**config.mk**
```make
export PLATFORM = sky130hd
export DESIGN_NAME = sprite_line_eval_flat
export DESIGN_NICKNAME = d
export VERILOG_FILES = /design/src/rtl/ppu_pkg.sv /design/src/rtl/sprite_line_eval_if.sv /design/src/rtl/sprite_slot_buf.sv /design/src/rtl/sprite_line_eval.sv /design/src/flat_wrapper.sv
export SDC_FILE = /design/constraint.sdc
export NUM_CORES = 1
export LEC_CHECK = 0
export CELL_PAD_IN_SITES_DETAIL_PLACEMENT = 0
export CELL_PAD_IN_SITES_GLOBAL_PLACEMENT = 1
export CORE_MARGIN = 1
export CORE_UTILIZATION = 28
export DETAILED_ROUTE_END_ITERATION = 10
export PLACE_DENSITY = 0.49
export SLEW_MARGIN = 20
export SYNTH_ARGS = -nofsm -noshare
export SYNTH_HDL_FRONTEND = slang
export SYNTH_SLANG_ARGS = --single-unit
```
**constraint.sdc**
```tcl
create_clock -name clk -period 5.72 [get_ports clk]
set_input_delay 0.858 -clock clk [delete_from_list [all_inputs] [get_ports clk]]
set_output_delay 0.858 -clock clk [all_outputs]
set_load 0.05 [all_outputs]
```
**src/rtl/ppu_pkg.sv**
```systemverilog
// ppu_pkg: shared definitions for the sprite line evaluation stage.
//   - OAM entry field bit positions (32-bit entry)
//   - Slot field layout (SLOT_W = 24) and a packing helper
//   - Default slot count and evaluation FSM state encoding
package ppu_pkg;

  // OAM entry fields
  localparam int OAM_Y_LSB     = 0;
  localparam int OAM_Y_MSB     = 8;
  localparam int OAM_X_LSB     = 9;
  localparam int OAM_X_MSB     = 17;
  localparam int OAM_TILE_LSB  = 18;
  localparam int OAM_TILE_MSB  = 25;
  localparam int OAM_HFLIP_BIT = 26;
  localparam int OAM_VFLIP_BIT = 27;
  localparam int OAM_PRIO_BIT  = 28;
  localparam int OAM_TALL_BIT  = 29;

  // Slot layout: {prio, hflip, row[3:0], tile[7:0], x[8:0], pad}
  localparam int SLOT_W         = 24;
  localparam int SLOT_PRIO_BIT  = 23;
  localparam int SLOT_HFLIP_BIT = 22;
  localparam int SLOT_ROW_MSB   = 21;
  localparam int SLOT_ROW_LSB   = 18;
  localparam int SLOT_TILE_MSB  = 17;
  localparam int SLOT_TILE_LSB  = 10;
  localparam int SLOT_X_MSB     = 9;
  localparam int SLOT_X_LSB     = 1;
  localparam int SLOT_PAD_BIT   = 0;

  localparam int MAX_SLOTS_DEF = 8;

  typedef enum logic [1:0] {
    ST_IDLE  = 2'd0,
    ST_SCAN  = 2'd1,
    ST_FLUSH = 2'd2,
    ST_FIN   = 2'd3
  } eval_state_e;

  // Assemble one slot word from its fields.
  function automatic logic [SLOT_W-1:0] slot_pack(
    input logic       prio,
    input logic       hflip,
    input logic [3:0] row,
    input logic [7:0] tile,
    input logic [8:0] x
  );
    logic [SLOT_W-1:0] s;
    s = '0;
    s[SLOT_PRIO_BIT]                = prio;
    s[SLOT_HFLIP_BIT]               = hflip;
    s[SLOT_ROW_MSB:SLOT_ROW_LSB]    = row;
    s[SLOT_TILE_MSB:SLOT_TILE_LSB]  = tile;
    s[SLOT_X_MSB:SLOT_X_LSB]        = x;
    s[SLOT_PAD_BIT]                 = 1'b0;
    return s;
  endfunction

endpackage

```
**src/rtl/sprite_line_eval_if.sv**
```systemverilog
// sprite_line_eval_if: OAM read bus between the evaluator and OAM.
//   oam_rd_en  - read strobe (master -> slave)
//   oam_addr   - entry address (master -> slave)
//   oam_rdata  - entry data, valid one cycle after oam_rd_en (slave -> master)
interface sprite_line_eval_if #(
  parameter int AW = 6
);
  logic          oam_rd_en;
  logic [AW-1:0] oam_addr;
  logic [31:0]   oam_rdata;

  modport master (output oam_rd_en, output oam_addr, input oam_rdata);
  modport slave  (input oam_rd_en, input oam_addr, output oam_rdata);
endinterface

```
**src/rtl/sprite_slot_buf.sv**
```systemverilog
// sprite_slot_buf: DEPTH x SLOT_W register file holding the sprites
// selected for one line.
//   clk, rst  - clock, synchronous active-high reset (clears all slots)
//   clr       - clear all slots
//   we        - write enable, wr_idx / wr_data select slot and contents
//   rd_idx    - combinational read index, rd_data its contents
module sprite_slot_buf
  import ppu_pkg::*;
#(
  parameter int DEPTH = MAX_SLOTS_DEF,
  parameter int IW    = 3
) (
  input  logic              clk,
  input  logic              rst,
  input  logic              clr,
  input  logic              we,
  input  logic [IW-1:0]     wr_idx,
  input  logic [SLOT_W-1:0] wr_data,
  input  logic [IW-1:0]     rd_idx,
  output logic [SLOT_W-1:0] rd_data
);

  logic [SLOT_W-1:0] mem_r [DEPTH];

  // Slot storage: clear-all has priority over a write.
  always_ff @(posedge clk) begin
    if (rst || clr) begin
      for (int i = 0; i < DEPTH; i++) begin
        mem_r[i] <= '0;
      end
    end else if (we) begin
      mem_r[wr_idx] <= wr_data;
    end
  end

  assign rd_data = mem_r[rd_idx];

endmodule

```
**src/rtl/sprite_line_eval.sv**
```systemverilog
// sprite_line_eval: per-scanline sprite evaluation.
// On a start pulse, scans all OAM entries for sprites covering line_y and
// latches up to MAX_SLOTS hits (in OAM order) into the slot buffer.
// Optional feature macro: SPRITE_TALL_EN (per-entry double-height sprites).
//   clk, rst    - clock, synchronous active-high reset
//   start       - begin evaluation of line_y (restarts an active scan)
//   line_y      - target line, sampled on start
//   oam         - OAM read bus (master side)
//   busy        - scan in progress
//   done        - one-cycle pulse when slot buffer is final
//   slot_count  - number of valid slots
//   overflow    - more than MAX_SLOTS hits on the line
//   slot_idx    - slot read index, slot_data its contents (0 if unused)
module sprite_line_eval
  import ppu_pkg::*;
#(
  parameter int OAM_ENTRIES = 64,
  parameter int OAM_AW      = 6,
  parameter int MAX_SLOTS   = MAX_SLOTS_DEF,
  parameter int SPR_H       = 8
) (
  input  logic               clk,
  input  logic               rst,
  input  logic               start,
  input  logic [8:0]         line_y,
  sprite_line_eval_if.master oam,
  output logic               busy,
  output logic               done,
  output logic [3:0]         slot_count,
  output logic               overflow,
  input  logic [2:0]         slot_idx,
  output logic [SLOT_W-1:0]  slot_data
);

  localparam logic [OAM_AW-1:0] LAST_ADDR  = OAM_AW'(OAM_ENTRIES - 1);
  localparam logic [3:0]        SLOTS_FULL = 4'(MAX_SLOTS);
  localparam logic [8:0]        H_NORM     = 9'(SPR_H);
`ifdef SPRITE_TALL_EN
  localparam logic [8:0]        H_TALL     = 9'(2 * SPR_H);
`endif

  eval_state_e       state_r, state_s;
  logic [8:0]        line_r;
  logic [OAM_AW-1:0] addr_r;
  logic              rd_en_r;
  logic              rd_vld_r;   // oam_rdata holds an entry to evaluate
  logic [3:0]        count_r;
  logic              ovf_r;
  logic              busy_r;
  logic              done_r;

  logic [8:0]        ent_y_s;
  logic [8:0]        diff_s;
  logic [8:0]        height_s;
  logic [8:0]        row_full_s;
  logic [3:0]        row_s;
  logic              eval_s;
  logic              hit_s;
  logic              wr_s;
  logic              full_hit_s;
  logic [SLOT_W-1:0] wr_data_s;
  logic [SLOT_W-1:0] rd_data_s;
  logic              unused_s;

  // Compare stage: decide whether the returned entry covers the line.
  always_comb begin
    ent_y_s = oam.oam_rdata[OAM_Y_MSB:OAM_Y_LSB];
    // 9-bit wrap-around: sprites near y=511 reach into lines 0..height-2
    diff_s  = line_r - ent_y_s;
`ifdef SPRITE_TALL_EN
    if (oam.oam_rdata[OAM_TALL_BIT]) begin
      height_s = H_TALL;
    end else begin
      height_s = H_NORM;
    end
`else
    height_s = H_NORM;
`endif
    if (oam.oam_rdata[OAM_VFLIP_BIT]) begin
      row_full_s = height_s - 9'd1 - diff_s;
    end else begin
      row_full_s = diff_s;
    end
`ifdef SPRITE_TALL_EN
    row_s = row_full_s[3:0];
`else
    row_s = {1'b0, row_full_s[2:0]};
`endif
    // A start pulse discards whatever read is in flight.
    eval_s     = rd_vld_r && !start && ((state_r == ST_SCAN) || (state_r == ST_FLUSH));
    hit_s      = eval_s && (diff_s < height_s);
    wr_s       = hit_s && (count_r < SLOTS_FULL);
    full_hit_s = hit_s && !(count_r < SLOTS_FULL);
    wr_data_s  = slot_pack(oam.oam_rdata[OAM_PRIO_BIT], oam.oam_rdata[OAM_HFLIP_BIT], row_s,
                           oam.oam_rdata[OAM_TILE_MSB:OAM_TILE_LSB],
                           oam.oam_rdata[OAM_X_MSB:OAM_X_LSB]);
  end

  assign unused_s = ^{oam.oam_rdata[31:29], row_full_s[8:3]};

  // Next-state logic: start always (re)enters SCAN.
  always_comb begin
    state_s = state_r;
    case (state_r)
      ST_IDLE: begin
        if (start) begin
          state_s = ST_SCAN;
        end else begin
          state_s = ST_IDLE;
        end
      end
      ST_SCAN: begin
        if (start) begin
          state_s = ST_SCAN;
        end else if (full_hit_s) begin
          state_s = ST_FIN;
        end else if (addr_r == LAST_ADDR) begin
          state_s = ST_FLUSH;
        end else begin
          state_s = ST_SCAN;
        end
      end
      ST_FLUSH: begin
        if (start) begin
          state_s = ST_SCAN;
        end else begin
          state_s = ST_FIN;
        end
      end
      ST_FIN: begin
        if (start) begin
          state_s = ST_SCAN;
        end else begin
          state_s = ST_IDLE;
        end
      end
      default: begin
        state_s = ST_IDLE;
      end
    endcase
  end

  // State, address generator, slot counter and registered outputs.
  always_ff @(posedge clk) begin
    if (rst) begin
      state_r  <= ST_IDLE;
      line_r   <= 9'd0;
      addr_r   <= '0;
      rd_en_r  <= 1'b0;
      rd_vld_r <= 1'b0;
      count_r  <= 4'd0;
      ovf_r    <= 1'b0;
      busy_r   <= 1'b0;
      done_r   <= 1'b0;
    end else begin
      state_r <= state_s;
      done_r  <= (state_r == ST_FIN);
      busy_r  <= (state_s != ST_IDLE);
      rd_en_r <= (state_s == ST_SCAN);
      if (start) begin
        line_r   <= line_y;
        addr_r   <= '0;
        rd_vld_r <= 1'b0;
        count_r  <= 4'd0;
        ovf_r    <= 1'b0;
      end else begin
        // the read issued now is evaluated only if the scan continues
        rd_vld_r <= rd_en_r && ((state_s == ST_SCAN) || (state_s == ST_FLUSH));
        if ((state_r == ST_SCAN) && (state_s == ST_SCAN)) begin
          addr_r <= addr_r + 1'b1;
        end else begin
          addr_r <= '0;
        end
        if (wr_s) begin
          count_r <= count_r + 4'd1;
        end
        if (full_hit_s) begin
          ovf_r <= 1'b1;
        end
      end
    end
  end

  sprite_slot_buf #(
    .DEPTH (MAX_SLOTS),
    .IW    (3)
  ) u_slot_buf (
    .clk     (clk),
    .rst     (rst),
    .clr     (start),
    .we      (wr_s),
    .wr_idx  (count_r[2:0]),
    .wr_data (wr_data_s),
    .rd_idx  (slot_idx),
    .rd_data (rd_data_s)
  );

  assign oam.oam_rd_en = rd_en_r;
  assign oam.oam_addr  = addr_r;
  assign busy          = busy_r;
  assign done          = done_r;
  assign slot_count    = count_r;
  assign overflow      = ovf_r;
  assign slot_data     = ({1'b0, slot_idx} < count_r) ? rd_data_s : '0;

endmodule

```
**src/flat_wrapper.sv**
```systemverilog
// flat-port wrapper written by rule: the top's interface ports become plain ports
module sprite_line_eval_flat import ppu_pkg::*;
#(
  parameter int OAM_ENTRIES = 64,
  parameter int OAM_AW      = 6,
  parameter int MAX_SLOTS   = MAX_SLOTS_DEF,
  parameter int SPR_H       = 8
)
  (clk, rst, start, line_y, busy, done, slot_count, overflow, slot_idx, slot_data, oam_oam_rd_en, oam_oam_addr, oam_oam_rdata);
  sprite_line_eval_if #(.AW(6)) oam_i ();
  input  logic clk;
  input  logic rst;
  input  logic start;
  input  logic [8:0] line_y;
  output logic busy;
  output logic done;
  output logic [3:0] slot_count;
  output logic overflow;
  input  logic [2:0] slot_idx;
  output logic [SLOT_W-1:0] slot_data;
  output wire logic [$bits(oam_i.oam_rd_en)-1:0] oam_oam_rd_en;
  output wire logic [$bits(oam_i.oam_addr)-1:0] oam_oam_addr;
  input wire logic [$bits(oam_i.oam_rdata)-1:0] oam_oam_rdata;
  assign oam_oam_rd_en = oam_i.oam_rd_en;
  assign oam_oam_addr = oam_i.oam_addr;
  assign oam_i.oam_rdata = oam_oam_rdata;
  sprite_line_eval #(.OAM_ENTRIES(OAM_ENTRIES), .OAM_AW(OAM_AW), .MAX_SLOTS(MAX_SLOTS), .SPR_H(SPR_H)) u_core (.clk(clk), .rst(rst), .start(start), .line_y(line_y), .oam(oam_i), .busy(busy), .done(done), .slot_count(slot_count), .overflow(overflow), .slot_idx(slot_idx), .slot_data(slot_data));
endmodule
```
---- Yosys cells after proc, flatten, opt, wreduce, memory -nomap -nowiden ----
Memories as Yosys holds them, arrays and structs flattened.
Index checks and enable logic that the tools add are counted.
operators by class
  shift-type cells ........................ 0
  reduce and logical (&&, ||, !) cells .... 18
  add/sub/neg operators ................... 4
  muxes and demuxes ....................... 16
  bitwise logic cells ..................... 1
  multipliers ............................. 0
  magnitude comparators ................... 3
  eq/ne operators ......................... 6
  div/mod/pow operators ................... 0
operators with widths
  kind                                                                   number
  24-bit 2-to-1 mux                                                      1
  22-bit 2-to-1 mux                                                      1
  22-bit OR reduction                                                    1
  9-bit by 4-bit < comparator with 1-bit output, second input constant   1
  9-bit subtractor                                                       1
  2-bit 2-to-1 mux                                                       4
  1-bit logical AND                                                      7
  1-bit 2-to-1 mux                                                       7
  6-bit by 1-bit adder with 6-bit output, second input constant          1
  2-bit equality test, second input constant                             3
  6-bit equality test, second input constant                             1
  3-bit 2-to-1 mux                                                       2
  2-bit one-hot mux with 3 select lines                                  1
  4-bit by 1-bit adder with 4-bit output, second input constant          1
  2-bit by 1-bit equality test with 1-bit output, second input constant  2
  3-bit by 4-bit < comparator with 1-bit output                          1
  4-bit < comparator, second input constant                              1
  2-bit OR reduction                                                     2
  1-bit logical OR                                                       3
  3-bit OR reduction                                                     1
  3-bit subtractor, first input constant                                 1
  1-bit zero test                                                        2
  2-bit zero test                                                        1
  2-bit nonzero test                                                     1
  1-bit inverter                                                         1
word-level totals
  input port bits ......................... 47
  bits in latches ......................... 0
  logic and storage cells ................. 58
  bits in writable memories ............... 176
  memory bits (read-only) ................. 0
  memories ................................ 1
  register bits ........................... 26
memory list
  memory                   words  bits a word  rd ports  clocked after memory_dff  write ports  line                   text
  u_core.u_slot_buf.mem_r  8      22           1         0                         8            sprite_slot_buf.sv:23  logic [SLOT_W-1:0] mem_r [DEPTH];

---- Logic depth before layout (Yosys ltp) ----
Gate-level depths: netlist (run 1).
  depth in word-level cells ............... 12
  gate-level depth with buffers ........... 12
  gate-level depth less buffers ........... 12

---- Modules after synthesis ----
From an unflattened synthesis (run 1), not the netlist that was laid out.
second synthesis, totals
  cell total of the unflattened synthesis .. 756
  area total of the unflattened synthesis .. 10885.4 µm²
by module, submodules not included
  module            times used  area an instance (µm²)  seq. area each (µm²)  cells an instance
  sprite_slot_buf   1           9123.8                  5765.5                553
  sprite_line_eval  1           1761.7                  520.5                 203

---- Worst setup path before layout (run 1) ----
OpenSTA, ideal clock, no wires.
  path kind ............................... in2reg
  start ................................... in oam_oam_rdata[0]
  end ..................................... mem u_core.u_slot_buf.mem_r[6][0] (netlist bit), enable pin
  slack ................................... 504 ps
  data required time ...................... 5256 ps
  library setup time ...................... 464 ps
  arrival time ............................ 4753 ps
  stages .................................. 9
  path through ............................ ha_1 > fa_1 > nor2b_1 > o2111a_1 > o31a_1 > o22a_2 > nand3_2 > buf_6 > o41ai_1
RTL lines
  item         line                   text
  from (decl)  flat_wrapper.sv:23     input wire logic [$bits(oam_i.oam_rdata)-1:0] oam_oam_rdata;
  to (decl)    sprite_slot_buf.sv:23

---- Worst setup path after layout (run 1) ----
  start ................................... reg u_core.count_r[1], in the netlist u_core.slot_count[1]
  end ..................................... out slot_data[13]
between the ends
  word-level cells in the longest chain between the ends .. 2
RTL lines
  item                                           line                     text
  from (decl)                                    sprite_line_eval.sv:47   logic [3:0] count_r;
  from (signal assigned)                         sprite_line_eval.sv:175  count_r <= count_r + 4'd1;
  3-bit by 4-bit < comparator with 1-bit output  sprite_line_eval.sv:204  assign slot_data = ({1'b0, slot_idx} < count_r) ? rd_data_s : '0;
  24-bit 2-to-1 mux                              sprite_line_eval.sv:204
  to (decl)                                      flat_wrapper.sv:20       output logic [SLOT_W-1:0] slot_data;
Every way passes these cells.

==> metrics.yaml, run 1 <==
dieArea_um2: 36600
leakage_nw: 4.02
hold_class: "reg2reg"
seq_power_share_pct: 47.5
nets: 878
wl_per_cell_um: 21.8
yosys_register_bits: 202
yosys.area_share.adder_pct: 2.44
root_buffer: "clkbuf_16"
drt_iter0_markers: 456
cts_tree: "built"
cts_buffer_depth: 3
max_freq_mhz: 239
yosys.area_share.simple_pct: 17.5
post_cts.repair.setup_buffers: 0
fin_tns_setup_ns: 0
grt_use_total_pct: 15.6
initial_utilization_pct: 28.8
cap_violations: 0
finalMaxSlewViolations: 0
hold_violations: 0
synth_xor_area_share_pct: 1.30
port_buffers: 79
cts_sinks: 202
power_frac_comb_pct: 10.4
row_count: 68
clock_latency_ns: 0.52
ios: 85
grt_first_pass_wirelength_um: 42500
fin_crit_sh_pct: 73.2
synthArstFlopShare_pct: 0
p_total_mw: 3.54
fp.dieW_um: 191
ys.warnings.count: 0
status: "finished clean"
cts_resized: 0
vias: 6839
synthMuxAreaShare_pct: 13.3
max-slew-margin-rel_pct: 30.5
synth_cell_types: 52
area_delta_synth_final_pct: 19.9
fillers: 3431
synth_top_family_by_area: "simple AND/OR/NAND/NOR gates"
p_int_mw: 2.69
clkTransAtPathRegs_ns: 0.06
skew_ns: 0.0145
cp-end-kind: "output pin"
first_pass_iters: 5
first_global_vias: 7091
gp_congestion: 0.713
swShare_pct: 23.9
grt_overflow: 0
drt-total-wl_um: 28000
synth-main-ff-cell: "edfxtp_1"
power.density_nw_per_um2: 294
drcViolationCount: 0
syn_area_per_cell_um2: 13.1
setup_viol_count_final: 0
antenna_found_initial: 0
grt_max_degree: 100
fp.coreArea_um2: 34900
rsz0062_at_grt: "false"
post_route_cells_drive_above_1_share_pct: 15.3
dp_hpwl_um: 15800
worstMarginPinSlew_ns: 1.04
cts_hold_buf: 0
die_h_um: 191
required_ns: 4.86
synth_area_um2: 10000
seq_area_frac_synth_pct: 57.9
fin_crit_ns: 4.19
antenna_cells: 0
power_frac_clock_pct: 42.1
placed_cell_area_um2: 11300
netlist_instances: 766
peakVddDrop_mv: 0.187
cp.arrival_ns: 3.33
whs_ns: 0.449
avgViaCountPerCell: 5.33
synth_edf_count: 176
htree_levels: 1
ant_nets: 0
worst_setup_path_start_kind: "flop"
cts_buffers: 25
p_sw_uw: 846
synth_compound_gate_area_share_pct: 2.68
critical_path_class: "reg2out"
crit_fanout: 22
design_area_um2: 12000
-- synthesized netlist by cell type, drive strengths merged, types with 4 or more instances --
master | instances | area share [%]
clkbuf | 57 | 2.1
dfxtp | 26 | 5.2
nand3 | 6 | 0.35
nand2b | 24 | 1.5
inv | 15 | 0.56
ha | 18 | 2.2
edfxtp | 176 | 53
nand2 | 38 | 1.4
nor2 | 49 | 1.8
nor3 | 16 | 0.80
nand4 | 4 | 0.25
a21oi | 10 | 0.57
mux4 | 44 | 9.9
xor2 | 6 | 0.60
nor2b | 4 | 0.25
o31ai | 5 | 0.37
xnor2 | 8 | 0.70
buf | 28 | 2.2
mux2i | 34 | 3.4
nor4 | 162 | 10
-- final timing paths --
path | slack (ns) | start | to | cells past startpoint
max | 1.53 | u_core.slot_count[1]$_SDFFE_PP0P_ | slot_data[13] | 7
min reg2reg | 0.45 | u_core.overflow$_SDFFE_PP0P_ | u_core.overflow$_SDFFE_PP0P_ | 2
min | 0.45 | u_core.overflow$_SDFFE_PP0P_ | u_core.overflow$_SDFFE_PP0P_ | 2
max reg2reg | 2.05 | u_core.line_r[0]$_SDFFE_PP0P_ | u_core.u_slot_buf.mem_r[1][17]$_SDFFCE_PN0P_ | 10
-- layer usage --
layer,routed length (um),GRT usage [%],vias to the layer above
met4,500,3.66,0
met3,1460,2.59,36
met2,13700,26.7,183
met1,12300,20.5,3480
met5,0,0,-
li1,-,-,3140
-- through the flow --
stage | worst slack, ns | instances | utilization, %
floorplan | 0.504 | 767 | -
detailed placement | 0.965 | 1240 | 32.3
finish | 1.53 | 1284 | 34.5
CTS | 1.45 | 1284 | 34.5
global placement | 0.954 | 1240 | 32.3
global route | 1.27 | 1284 | 34.5
-- flip-flops by register name, indices dropped and copies added (netlist names) --
register	flops
u_core.done	1
u_core.oam.oam_rd_en	1
u_core.line_r	9
u_core.overflow	1
u_core.oam.oam_addr	6
u_core.slot_count	4
u_core.state_r	2
u_core.busy	1
u_core.rd_vld_r	1
u_core.u_slot_buf.mem_r	176
-- power groups by stage --
stage	logic [mW]	registers [mW]	clock network, mW
global placement	0.372	1.71	0
CTS	0.375	1.68	1.53
global route	0.399	1.69	1.59
floorplan	0.231	1.72	0
finish	0.368	1.68	1.49
detailed placement	0.374	1.71	0
-- placed cells by master (no fill, tap or decap), types with 2 or more instances in the layout --
master / synthesis / final
and3_1: 3 / 3
nor2_1: 49 / 47
nand3b_1: 2 / 2
clkinv_1: 0 / 6
nand4_1: 4 / 4
clkinv_2: 0 / 6
or3_1: 3 / 2
buf_4: 2 / 22
nand3_1: 5 / 5
buf_2: 10 / 3
nand2b_1: 24 / 24
edfxtp_1: 176 / 176
bufinv_16: 0 / 2
ha_1: 18 / 18
clkdlybuf4s50_1: 0 / 76
nor2b_1: 4 / 4
mux4_2: 44 / 44
dfxtp_1: 26 / 25
a311oi_1: 2 / 2
nand2_1: 38 / 38
xor2_1: 5 / 5
nor4_1: 162 / 162
o21ai_1: 2 / 2
nor3b_1: 2 / 2
clkbuf_16: 0 / 25
xnor2_1: 8 / 8
a21oi_2: 2 / 2
buf_12: 0 / 2
mux2i_1: 34 / 34
clkbuf_1: 57 / 4
o31ai_4: 0 / 5
o41ai_2: 0 / 3
inv_1: 15 / 15
a21oi_1: 8 / 8
conb_1: 1 / 2
nor3_1: 16 / 16
-- final cells by class --
type | instances | area [um^2] | area share, %
clock buffers | 29 | 641 | 5.33
clock inverters | 15 | 121 | 1.01
inverters | 15 | 56.3 | 0.468
multi-input cells | 465 | 3850 | 32.0
flip-flops and latches | 202 | 5810 | 48.3
well taps | 455 | 569 | 4.73
repair buffers | 103 | 981 | 8.16
-- cell families (layout without fill, tap and decap cells) --
family                   count (synthesis)  after routing
AND/OR/NAND/NOR                        317            317
flip-flops                             202            202
buffers and inverters                  100            162
multiplexers                            78             78
AO/OA/AOI/OAI                           35             35
adder cells (fa/ha/maj)                 19             19
XOR/XNOR                                14             14
other                                    1              2
-- critical path, stage by stage (launching register included) --
cell	delay, ns
dfxtp_1	0.50
inv_1	0.13
ha_1	0.29
a21o_1	0.11
a21oi_1	0.09
nor2_4	0.66
nor2_1	0.25
clkdlybuf4s50_1	0.76
Power figures use the tool's default switching activity.
==> run 2: changes to the inputs <==
--- a/config.mk
+++ b/config.mk
@@ -10,7 +10,7 @@
 export CORE_MARGIN = 1
 export CORE_UTILIZATION = 28
 export DETAILED_ROUTE_END_ITERATION = 10
-export PLACE_DENSITY = 0.49
+export PLACE_DENSITY = 0.5
 export SLEW_MARGIN = 20
 export SYNTH_ARGS = -nofsm -noshare
 export SYNTH_HDL_FRONTEND = slang
==> constraint.sdc (replaced) <==
create_clock -name clk -period 3.4 [get_ports clk]
set_input_delay 0.51 -clock clk [delete_from_list [all_inputs] [get_ports clk]]
set_output_delay 0.51 -clock clk [all_outputs]
set_load 0.05 [all_outputs]
==> run 2 against run 1 <==
Net effect:
- register-to-register slack worse by 1.6 ns
- global-route usage down 0.14 points
- via count grew 0.23%
- largest power group unchanged
==> metrics.yaml, run 2 (same netlist as run 1, synthesis figures left out) <==
status: "finished clean"
row_count: 68
stdcell_count: 1315
design_area_um2: 12700
cts_buffer_depth: 3
first_global_vias: 7128
required_ns: 2.89
fp.dieW_um: 191
hold_class: "reg2reg"
path_cells: "inv_1 -> ha_1 -> a21oi_1 -> nor2_4 -> buf_4 -> nor2_1 -> buf_12"
antenna_cells: 0
cts_hold_buf: 0
drcViolationCount: 0
fin_crit_sh_pct: 93.6
clkTransAtPathRegs_ns: 0.06
first_pass_iters: 5
gp_congestion: 0.778
power.density_nw_per_um2: 479
cap_violations: 0
grt_use_total_pct: 15.4
grt_overflow: 0
worstMarginPinSlew_ns: 1.07
fin_ws_ns: 0.218
fillers: 3415
skew_ns: 0.00605
fin_crit_ns: 3.18
ff2ff_path_depth: 11
wl_per_cell_um: 21.1
ios: 85
hold_end: "u_core.overflow$_SDFFE_PP0P_"
grt_max_degree: 106
avgViaCountPerCell: 5.21
post_route_cells_drive_above_1_share_pct: 21.0
htree_levels: 1
reg2reg_to: "u_core.u_slot_buf.mem_r[5][4]$_SDFFCE_PN0P_"
cp-end-kind: "output pin"
critPathMaxStageDelay_ns: 0.51
regToRegStartpoint: "u_core.line_r[0]$_SDFFE_PP0P_"
p_total_mw: 6.05
dp_cells: 1271
peakVddDrop_mv: 0.327
max_freq_mhz: 314
ant_nets: 0
hold_depth: 2
drt-total-wl_um: 27800
clock_latency_ns: 0.53
area_delta_synth_final_pct: 26.1
max-slew-margin-rel_pct: 28.4
largest_reg_flops: 176
hold_violations: 0
dp_hpwl_um: 16900
port_buffers: 79
final_common_cell: "edfxtp_1"
post_cts.repair.setup_buffers: 0
worst_setup_path_start_kind: "flop"
setup_viol_count_final: 0
drt_iter0_markers: 434
critical_path_class: "reg2out"
cts_resized: 1
top_register: "u_core.u_slot_buf.mem_r"
finalMaxSlewViolations: 0
r2r_setup_slack_ns: 0.41
antenna_found_initial: 1
root_buffer: "clkbuf_16"
slowest_stage: "dfxtp_1"
cp.arrival_ns: 2.67
fp.coreArea_um2: 34900
fin_tns_setup_ns: 0
vias: 6855
rsz0062_at_grt: "false"
nets: 908
grt_first_pass_wirelength_um: 42600
cts_sinks: 202
cts_tree: "built"
placed_cell_area_um2: 11900
crit_fanout: 12
initial_utilization_pct: 28.8
die_h_um: 191
layout_common_cells: "176 x edfxtp_1, 162 x nor4_1, 55 x clkdlybuf4s50_1"
dieArea_um2: 36600
min-delay-start: "u_core.overflow$_SDFFE_PP0P_"
place_worst_setup_slack_ns: -0.196
leakage_nw: 4.32
cts_buffers: 24
## run 2: worst max path at each step
stage	start	endpoint	slack (ns)
global route	u_core.slot_count[2]$_SDFFE_PP0P_	slot_data[23]	0.10
floorplan	oam_oam_rdata[0]	u_core.u_slot_buf.mem_r[0][0]$_SDFFCE_PN0P_	-0.42
detailed placement	oam_oam_rdata[0]	u_core.u_slot_buf.mem_r[5][3]$_SDFFCE_PN0P_	-0.20
CTS	u_core.slot_count[2]$_SDFFE_PP0P_	slot_data[23]	0.17
global placement	oam_oam_rdata[0]	u_core.u_slot_buf.mem_r[0][3]$_SDFFCE_PN0P_	-0.16
finish	u_core.slot_count[2]$_SDFFE_PP0P_	slot_data[23]	0.22
## run 2: area by class of cell
type / count / area [um^2] / area share [%]
Clock inverter: 11 / 124 / 0.979
Inverter: 15 / 56.3 / 0.445
Tap cell: 455 / 569 / 4.50
Multi-Input combinational cell: 465 / 3890 / 30.7
Clock buffer: 33 / 654 / 5.17
Timing Repair Buffer: 134 / 1550 / 12.3
Sequential cell: 202 / 5810 / 45.9
## run 2: layer usage
metal  vias to the layer above  track usage, %  wire length (um)
li1                       3192               -                 -
met1                      3426            20.2             12000
met2                       192            26.2             13700
met3                        45            2.40              1400
met4                         0            4.61               627
met5                         -               0                 0
## run 2: where the power goes
part	switching [mW]	internal, mW
Clock	1.02	1.50
Sequential	0.0319	2.80
Combinational	0.389	0.311
Total	1.44	4.61
## run 2: worst max-delay path, delay by kind of cell (launching register included)
family                     cells  cell delay [ns]
DFF                            1             0.51
adders and majority gates      1             0.32
AOI/OAI and AO/OA              1             0.23
buffers and inverters          3             0.60
and+or+nand+nor                2             0.47
## run 2: through the flow
step	hold slack (ns)	util [%]
detailed placement	0.447	34.0
global route	0.482	36.3
finish	0.458	36.3
global placement	0.452	34.0
floorplan	0.460	-
CTS	0.464	36.3
==> edit 1: new RTL, config.mk and constraints of run 1 <==
`OAM_ENTRIES` is set to 64 in 2 places; all go to 32.
--- a/src/rtl/sprite_line_eval.sv
+++ b/src/rtl/sprite_line_eval.sv
@@ -16,3 +16,3 @@
 #(
-  parameter int OAM_ENTRIES = 64,
+  parameter int OAM_ENTRIES = 32,
   parameter int OAM_AW      = 6,
--- a/src/flat_wrapper.sv
+++ b/src/flat_wrapper.sv
@@ -3,3 +3,3 @@
 #(
-  parameter int OAM_ENTRIES = 64,
+  parameter int OAM_ENTRIES = 32,
   parameter int OAM_AW      = 6,
Check against the original RTL: same outputs for any inputs over 4 cycles, from zero or initial values and one cycle with rst high; that may be too few to reach the edited logic, so the function may still have changed.
==> edit 1 against run 1 <==
  * Register-to-register slack gained 0.29 ns
  * Clock power grew 9%
  * Sequential power is essentially flat
  * Setup slack gained 0.021 ns
  * Die area grew 2.5%
  * Area after synthesis grew 2.5%
  * Wire length grew 2.7%
  * Sequential cell count is the same
  * Final area grew 3.4%
  * Power grew 3.8%
  * Combinational power grew 2%
  * Critical path depth is the same
  * Largest power group unchanged
==> edit 1: results (changes against run 1) <==
run status=finished, final reports clean; Combinational Power Share=0.102 (-0.002); 1st-iter DRT viols=369 (-19%); Post-DP HPWL=16900 um (+6.6%); Placer Congestion=0.744 (+4.5%); XOR/XNOR share of the synthesized area=0.0127 (-0.000316); WL final=28700 um (+2.7%); total CTS buffers=24 (-4.0%); Worst Skew=0.0208 ns (+0.00629 ns); CP top delay family=buffers and inverters; layout cells sized above 1=0.216 (+0.0628); Compound-Gate Fraction of Synth Area=0.0264 (-0.000409); WL met3=1400 um (-3.8%); Max clock buf depth=3 (unchanged); Netlist cell types=54 (+3.8%); Commonest cells post-synth=176 x edfxtp_1, 87 x nor4_1, 51 x clkbuf_1; Power Dens Cells=295 nW/um^2 (+0.37%); first-pass GRT wire length=43200 um (+1.7%); Clock Buffer Count=28 (-3.4%); Clock-cell share=0.0668 (+0.00344); total number of vias=6803 (-0.53%); vias in the first global route=7212 (+1.7%); VDD IR max=0.000190 V (+1.5%); Via density=5.24 (-1.7%); GR Layer Usage met1=0.191 (-0.0136); pre-CTS setup slack=1.34 ns (+0.379 ns); normalized max-slew margin=0.414 (+0.108); leading post-synthesis cells by cell area=edfxtp_1 51%, mux4_2 9.6%, nor4_2 5.6%, nor4_1 5.3%, dfxtp_1 5.1%; layout filler cell count=3432 (+0.029%); Inst Count DP=1255 (+1.2%); FF+latch count=202 (unchanged); buffering overhead=0.0825 (+0.000922); placed inst area=11600 um^2 (+3.0%); P_leak=0.00409 uW (+1.9%); Synth Area in Adders=0.0238 (-0.000595); mux cell area share after synthesis=0.129 (-0.00323); DR WL met2=14500 um (+5.6%); Multi-In Gates=468 (+0.65%); Seq/Total Area, Yosys=0.565 (-0.0141); largest net degree at the start of global routing=75 (-25%); GR met3 Demand/Resource=0.0249 (-0.00101); nets@finish=886 (+0.91%); Die Wd=194 um (+1.2%)
==> edit 1: cell count changes in the layout (fill, tap and decap cells not counted), sizes merged, moves of 2 or more <==
| cell | before | now |
|---|---|---|
| nor3 | 16 | 47 |
| nor4 | 162 | 133 |
| inv | 16 | 14 |
| bufinv | 2 | 5 |
| nand3 | 6 | 9 |
| o41ai | 3 | 1 |
| a311oi | 2 | 0 |
| o31ai | 5 | 7 |
| buf | 27 | 33 |
==> edit 1: final timing paths <==
path / startpoint / to / slack (ns) / cells after the start
worst max-delay path: u_core.slot_count[1]$_SDFFE_PP0P_ / slot_data[23] / 1.55 / 7
worst min-delay path: u_core.oam.oam_rd_en$_SDFF_PP0_ / u_core.rd_vld_r$_SDFF_PP0_ / 0.49 / 1
worst min register to register: u_core.oam.oam_rd_en$_SDFF_PP0_ / u_core.rd_vld_r$_SDFF_PP0_ / 0.49 / 1
worst max register to register: u_core.line_r[0]$_SDFFE_PP0P_ / u_core.u_slot_buf.mem_r[1][18]$_SDFFCE_PN0P_ / 2.34 / 10
==> edit 2: new RTL, config.mk and constraints of run 1 <==
Without the edit above. Re-encode `eval_state_e` (4 states) as one-hot, 4 bits wide.
--- a/src/rtl/ppu_pkg.sv
+++ b/src/rtl/ppu_pkg.sv
@@ -32,7 +32,7 @@
 
-  typedef enum logic [1:0] {
-    ST_IDLE  = 2'd0,
-    ST_SCAN  = 2'd1,
-    ST_FLUSH = 2'd2,
-    ST_FIN   = 2'd3
+  typedef enum logic [3:0] {
+    ST_IDLE  = 4'b0001,
+    ST_SCAN  = 4'b0010,
+    ST_FLUSH = 4'b0100,
+    ST_FIN   = 4'b1000
   } eval_state_e;
Behaviour: no difference found for any inputs over 4 cycles, from zero or initial values and one cycle with rst high; so few cycles prove little.
==> edit 2 against run 1 <==
  * Sequential share of layout area grew 1.8 points
  * Final area shrank 2.9%
  * Non-clock buffer count grew 2
  * Power grew 2.9%
  * Sequential cell count grew 2
  * Area after synthesis shrank 5.5%
  * Setup slack lost 0.00064 ns
  * Largest power group unchanged
  * Wire length shrank 6.8%
==> edit 2: results (changes against run 1) <==
XOR/XNOR share of the synthesized area=0.0102 (-0.00281); Compound-Gate Fraction of Synth Area=0.0306 (+0.00381); DR WL/cell=20.0 um (-8.2%); Synth Area in Adders=0.0180 (-0.00649); layout filler cell count=3300 (-3.8%); WHS=0.440 ns (-0.00833 ns); layout cells sized above 1=0.138 (-0.0153); Via density=4.80 (-9.9%); pre-CTS setup slack=0.799 ns (-0.165 ns); placed inst area=10800 um^2 (-3.9%); run status=finished, final reports clean; Commonest cells post-synth=205 x nor2_1, 176 x edfxtp_1, 60 x nand2_1; nets@finish=897 (+2.2%); GR met2 Demand/Resource=0.276 (+0.00939); WL met3=1260 um (-13%); GR met3 Demand/Resource=0.0215 (-0.00436); VDD IR max=0.000186 V (-0.73%); Worst Skew=0.0138 ns (-0.000754 ns); Netlist cell types=53 (+1.9%); Core Util, Final=0.349 (+0.00421); P_leak=0.00409 uW (+1.8%); Post-Route M1 WL=11300 um (-8.0%); non-filler cells in the finished layout=1304 (+1.6%); leading post-synthesis cells by cell area=edfxtp_1 56%, mux4_2 10%, nor2_1 8.1%, dfxtp_1 5.9%, mux2i_1 3.3%; first-pass GRT wire length=39500 um (-7.2%); All-Layer GR Usage=0.156 (about the same); Placer Congestion=0.764 (+7.2%); largest net degree at the start of global routing=45 (-55%); worst-path maximum fanout=30 (+36%); mux cell area share after synthesis=0.137 (+0.00459); max reg flops=176 (unchanged); Seq/Total Area, Yosys=0.617 (+0.0381); DR WL met2=12900 um (-5.6%); GR Layer Usage met1=0.199 (-0.00545); Post-DP HPWL=16300 um (+3.1%); Max stage delay on crit path=0.71 ns (-0.05 ns); 1st-iter DRT viols=315 (-31%)
[edit 2: final timing paths]
| path | startpoint | to | slack [ns] |
|---|---|---|---|
| min reg2reg | u_core.oam.oam_rd_en$_SDFF_PP0_ | u_core.rd_vld_r$_SDFF_PP0_ | 0.44 |
| max | slot_idx[0] | slot_data[1] | 1.53 |
| min | u_core.oam.oam_rd_en$_SDFF_PP0_ | u_core.rd_vld_r$_SDFF_PP0_ | 0.44 |
| max reg2reg | u_core.line_r[0]$_SDFFE_PP0P_ | u_core.u_slot_buf.mem_r[0][14]$_SDFFCE_PN0P_ | 2.04 |
[edit 2: area by class of cell]
class	count	area share
multi-input combinational	483	0.286
clock inverter	13	0.0107
timing repair buffer	105	0.0864
inverter	18	0.00579
tap	448	0.0480
clock buffer	33	0.0618
sequential	204	0.501
[edit 2: power breakdown]
group | total (uW) | internal [uW] | switching, uW
clock network | 1610 | 980 | 626
registers | 1690 | 1680 | 18.8
logic | 341 | 136 | 206
total | 3640 | 2790 | 851
